[config.mk]
export PLATFORM = sky130hd
export DESIGN_NAME = bcd_scroll_window
export DESIGN_NICKNAME = d
export VERILOG_FILES = /design/src/rtl/bcd_scroll_window.sv
export SDC_FILE = /design/constraint.sdc
export NUM_CORES = 1
export LEC_CHECK = 0
export CORE_UTILIZATION = 58
export CTS_CLUSTER_DIAMETER = 60
export DETAILED_ROUTE_END_ITERATION = 16
export PLACE_DENSITY = 0.79
export SLEW_MARGIN = 20
export SYNTH_ARGS = -nofsm -noshare
export SYNTH_HDL_FRONTEND = slang
export SYNTH_SLANG_ARGS = --single-unit
[constraint.sdc]
create_clock -name clk -period 5 [get_ports clk]
set_input_delay 1.5 -clock clk [delete_from_list [all_inputs] [get_ports clk]]
set_output_delay 1.5 -clock clk [all_outputs]
set_load 0.02 [all_outputs]
[src/rtl/bcd_scroll_window.sv]
// rtl/bcd_scroll_window.sv - BCD display window with leading-digit scan, manual and timed scroll
// Captures a packed BCD value, finds its most significant non-zero digit, and slides a display window.
module bcd_scroll_window #(
  parameter int DIGITS_IN  = 11,
  parameter int DIGITS_OUT = 6,
  parameter int TICK_DIV   = 50_000_000,
  parameter int BLANK_LZ   = 1
) (
  input  logic                          clk,
  input  logic                          rst_n,
  input  logic                          load,
  input  logic [4*DIGITS_IN-1:0]        bcd_in,
  input  logic                          scroll_left,
  input  logic                          scroll_right,
  input  logic                          auto_en,
  output logic [4*DIGITS_OUT-1:0]       bcd_out,
  output logic [$clog2(DIGITS_IN)-1:0]  offset,
  output logic                          busy,
  output logic                          at_min,
  output logic                          at_max
);

  localparam int IW = $clog2(DIGITS_IN);
  localparam int TW = $clog2(TICK_DIV);
  localparam logic [TW-1:0] TICK_MAX = TW'(TICK_DIV - 1);
  localparam logic [3:0] BLANK = (BLANK_LZ != 0) ? 4'hF : 4'h0;
  localparam logic [4*DIGITS_OUT-1:0] RESET_OUT = {{(DIGITS_OUT-1){BLANK}}, 4'h0};

  typedef enum logic [1:0] {IDLE, SCAN, UPDATE} state_t;

  state_t                   state, state_nxt;
  logic [4*DIGITS_IN-1:0]   val;
  logic [3:0]               dig [DIGITS_IN];
  logic [IW-1:0]            scan_idx;
  logic [IW-1:0]            msd;
  logic [IW-1:0]            max_off;
  logic [IW-1:0]            offset_nxt;
  logic [TW-1:0]            tick, tick_nxt;
  logic [IW:0]              widx;
  logic [4*DIGITS_OUT-1:0]  win_nxt;

  for (genvar g = 0; g < DIGITS_IN; g++) begin : g_dig
    assign dig[g] = val[4*g +: 4];
  end

  assign busy   = (state == SCAN);
  assign at_min = (offset == '0);
  assign at_max = (offset == max_off);

  always_comb begin
    state_nxt  = state;
    offset_nxt = offset;
    tick_nxt   = tick;
    case (state)
      IDLE: begin
        if (load) begin
          state_nxt  = SCAN;
          offset_nxt = '0;
          tick_nxt   = '0;
        end else if (scroll_left ^ scroll_right) begin
          // A manual pulse overrides the timer and restarts its period
          if (scroll_left && offset < max_off)
            offset_nxt = offset + IW'(1);
          else if (scroll_right && offset != '0)
            offset_nxt = offset - IW'(1);
          tick_nxt = '0;
        end else if (auto_en && max_off != '0) begin
          if (tick == TICK_MAX) begin
            tick_nxt   = '0;
            offset_nxt = (offset == max_off) ? '0 : offset + IW'(1);
          end else begin
            tick_nxt = tick + TW'(1);
          end
        end else begin
          tick_nxt = '0;
        end
      end
      SCAN: begin
        tick_nxt = '0;
        if (load) begin
          state_nxt  = SCAN;
          offset_nxt = '0;
        end else if (scan_idx == IW'(1)) begin
          state_nxt = UPDATE;
        end
      end
      UPDATE: begin
        tick_nxt = '0;
        if (load) begin
          state_nxt  = SCAN;
          offset_nxt = '0;
        end else begin
          state_nxt = IDLE;
        end
      end
      default: state_nxt = IDLE;
    endcase
  end

  // Window is built from the next-state offset so the display tracks a scroll on the same edge
  always_comb begin
    win_nxt = '0;
    widx    = '0;
    for (int k = 0; k < DIGITS_OUT; k++) begin
      widx = {1'b0, offset_nxt} + (IW+1)'(k);
      if (widx >= (IW+1)'(DIGITS_IN) || widx > {1'b0, msd})
        win_nxt[4*k +: 4] = BLANK;
      else
        win_nxt[4*k +: 4] = dig[widx[IW-1:0]];
    end
  end

  always_ff @(posedge clk or negedge rst_n) begin
    if (!rst_n) begin
      state    <= IDLE;
      val      <= '0;
      scan_idx <= '0;
      msd      <= '0;
      max_off  <= '0;
      offset   <= '0;
      tick     <= '0;
      bcd_out  <= RESET_OUT;
    end else begin
      state  <= state_nxt;
      offset <= offset_nxt;
      tick   <= tick_nxt;
      if (load) begin
        val      <= bcd_in;
        scan_idx <= IW'(DIGITS_IN - 1);
        msd      <= '0;
      end else if (state == SCAN) begin
        // Scan runs downward, so msd==0 means nothing non-zero has been seen yet
        if (msd == '0 && dig[scan_idx] != 4'h0)
          msd <= scan_idx;
        scan_idx <= scan_idx - IW'(1);
      end else if (state == UPDATE) begin
        max_off <= (msd >= IW'(DIGITS_OUT)) ? msd - IW'(DIGITS_OUT - 1) : '0;
      end
      if (!load && state != SCAN)
        bcd_out <= win_nxt;
    end
  end

endmodule

==> run_results.csv <==
group,metric,value,unit
run_status,status,"completed",
die,io_pins,81,
logic_synthesis,synth.ff_latch_count,112,
logic_synthesis,syn_nets,915,
cells_and_area,nNetsFinal,1019,
route,via_count,7121,
cells_and_area,final_cells,1103,
sta,slew_headroom,54.9,%
grt,grt_pass1_wl,36300,um
flow_run,drv_cap,0,
logic_synthesis,synthCells,818,
die,die_x,120,um
route,drc,0,
sta,hold_viol,0,
cts,clockBufferDepth,2,
placed_design,placedCellCount,1085,
critical_path,cp_cell_sequence,"clkdlybuf4s50_1 -> o41ai_1 -> nor3_1 -> buf_4 -> nand3_2 -> mux2i_1 -> nand2_1 -> a32o_2 -> buf_4 -> ha_4 -> inv_4 -> ha_1 -> a21o_1 -> a21o_1 -> a21oi_1 -> a31oi_1 -> a211oi_2 -> o211ai_1 -> o221ai_1 -> o21ai_0",
die,initial_core_util,60.3,%
sta,maxClockFrequency,206,MHz
die,rows,42,
critical_path,critical-path-max-stage-delay,490,ps
cts,clk_pin_slew_worst_paths,80,ps
route,first_pass_iters,5,
logic_synthesis,syn_area,0.00808,mm^2
hold_path,min_path_type,"flop to flop",
grt,grt_usage,32.7,%
sta,min_period,4850,ps
cells_and_area,stdcell_area,0.00970,mm^2
cells_and_area,syn2layout_area_growth,20.0,%
critical_path,critPathRequiredTime,5280,ps
grt,gr-usage-met1,49.4,%
logic_synthesis,yosysWarnings,0,
logic_synthesis,synth_edf_count,0,
route,wl_per_cell,20.4,um
critical_path,timing.rr.end,"bcd_out[6]",
cells_and_area,insertedDiodeCount,0,
placed_design,dpl.hpwl,16900,um
cts,cts_made_buffers,9,
grt,grtUsageMet2,49.0,%
route,vias_per_cell,6.46,
cells_and_area,final_util,72.4,%
grt,grt_overflow,0,
placed_design,routabilityCongestion,0.927,
placed_design,placed_cell_area,0.00934,mm^2
grt,grt.met3_usage,3.52,%
sta,finalSetupViolCount,0,
route,wirelength,22500,um
critical_path,r2r-start,"offset[1]",
route,ant_nets,0,
sta,worst_slew_pin_slew,676,ps
grt,antenna_found_initial,0,
logic_synthesis,ys_types,79,
cts,clock_latency,360,ps
logic_synthesis,async_flop_share,100,%
logic_synthesis,syn_avg_cell_area,9.88,um^2
cts,cts-root-buf,"clkbuf_16",
placed_design,io_buffers,80,
cts,cts.sinks,112,
hold_path,min_delay_worst_endpoint,"bcd_out[19]",
die,die-area,0.0144,mm^2
cts,htree_levels,3,
critical_path,critPathKind,"input pin to flop",
logic_synthesis,synth_flop_cell,"dfrtp_1",
critical_path,r2r_cells,19,
sta,slew_viol_final,0,
grt,busiest_layer,"met1",
logic_synthesis,yosysSeqAreaShare,35.0,%
cts,cts_tree,"built",
route,drt_iter0_drc,847,
die,chipHeight,120,um
sta,fin_worst_skew,10.4,ps
sta,holdWs,504,ps
sta,fin_crit_sh,97.1,%
power,p_leak,4.05,nW
critical_path,crit_arrival,5130,ps
cells_and_area,layout-drive-gt1-share,21.7,%
critical_path,cp-start-kind,"input pin",
critical_path,timing.critical_path.slowest_stage_cell,"clkdlybuf4s50_1",
grt,grt_pass1_vias,6850,
power,irDropWorstVdd,0.263,mV
critical_path,cp_max_fo,5,
die,core,0.0134,mm^2
critical_path,rrSetupSlack,710,ps
power,powerDensity,577,mW/mm^2
hold_path,hold_start,"bcd_out[19]",
grt,grt_max_degree,60,
hold_path,hold_depth,2,
critical_path,end_kind,"flop",
-- critical path: cells and delay by family --
| family | cells | cell delay, ps |
|---|---|---|
| buf+inv | 4 | 840 |
| mux | 1 | 170 |
| compound gates | 10 | 1720 |
| simple gates | 3 | 350 |
| fa+ha+maj | 2 | 540 |
-- layout by cell type, fill, tap and decap left out, drive strengths merged, types with 4 or more instances in the layout --
cell type      Yosys  layout
clkdlybuf4s50      0      77
dfrtp             92      92
nand2b             7       7
a221oi             8       8
a21o              14      14
nor3b              4       4
nor4b              4       4
clkbuf            24      11
nand4              7       7
and3              11      11
inv               34      36
o221ai             9       9
nor4              18      18
xnor2             10      10
nand3             35      35
dfstp             20      20
xor2              10      10
mux2i             36      36
o32a               7       7
o21ai             69      69
nand2             71      71
o31a               4       4
nor2b              5       5
clkinv             1       4
a31oi              5       5
nor3              12      12
ha                46      46
a21oi             27      27
a41oi              6       6
mux2              60      60
mux4              20      20
nor2              65      65
and4               4       4
o31ai             11      11
buf               17      56
o211ai             8       8
-- synthesized netlist by cell type (18+ instances only) --
cell type   n  share of area (%)
a21oi_1    26                1.6
o21ai_0    69                4.3
inv_1      30                1.4
dfrtp_1    92                 28
mux2_2     54                7.5
nor2_1     64                3.0
nand2_1    71                3.3
dfstp_2    20                6.5
clkbuf_1   24                1.1
ha_1       46                7.1
mux4_2     18                5.0
nand3_1    32                2.0
mux2i_1    36                4.5
-- logic make-up after synthesis --
logic type / share of synthesized area (%)
AO/OA/AOI/OAI: 16.1
XOR/XNOR: 2.35
adder cells (fa/ha/maj): 7.37
buffers and inverters: 4.18
flip-flops: 35.0
multiplexers: 18.6
AND/OR/NAND/NOR: 16.4
-- layout make-up --
class | count | area (um^2)
Multi-Input combinational cell | 630 | 5000
Fill cell | 1004 | 3700
Sequential cell | 112 | 2830
Timing Repair Buffer | 134 | 1210
Clock buffer | 11 | 253
Tap cell | 176 | 220
Inverter | 35 | 139
Clock inverter | 5 | 46.3
-- metal layers --
metal | wire length [um] | share of wire [%]
met2 | 10400 | 46
met4 | 475 | 2.1
met3 | 1390 | 6.2
met1 | 10300 | 46
met5 | 0 | 0
-- sequential cells by signal (all words and copies together) (netlist names) --
signal    flops
bcd_out      24
max_off       4
msd           4
offset        4
scan_idx      4
state         2
tick         26
val          44
-- worst max path at each step --
| stage | cells after the start | start | slack (ps) | endpoint |
|---|---|---|---|---|
| floorplan | 20 | auto_en | 30 | bcd_out[4] |
| global placement | 19 | scroll_left | -160 | bcd_out[4] |
| detailed placement | 19 | scroll_left | -330 | bcd_out[5] |
| CTS | 19 | scroll_left | 40 | bcd_out[7] |
| global route | 20 | auto_en | -110 | bcd_out[6] |
| finish | 20 | auto_en | 150 | bcd_out[6] |
-- power by group --
| group | switching (mW) | leakage [nW] | internal, mW |
|---|---|---|---|
| clock | 0.348 | 0.148 | 0.374 |
| sequential | 0.179 | 1.37 | 1.10 |
| combinational | 2.00 | 2.53 | 1.60 |
| total | 2.52 | 4.05 | 3.07 |
-- metrics by stage --
step	setup slack (ps)	TNS (ps)	power (mW)
CTS	44.2	0	5.46
detailed placement	-328	-3250	4.71
global route	-109	-386	5.96
finish	147	0	5.59
global placement	-163	-1030	4.63
floorplan	26.8	0	3.60
-- timing repair --
action	CTS	global route
hold buffers	0	0
resized for setup	0	13
buffers inserted	0	2
setup endpoints to repair	0	16
Note: power is estimated with default switching activity, not from simulation.
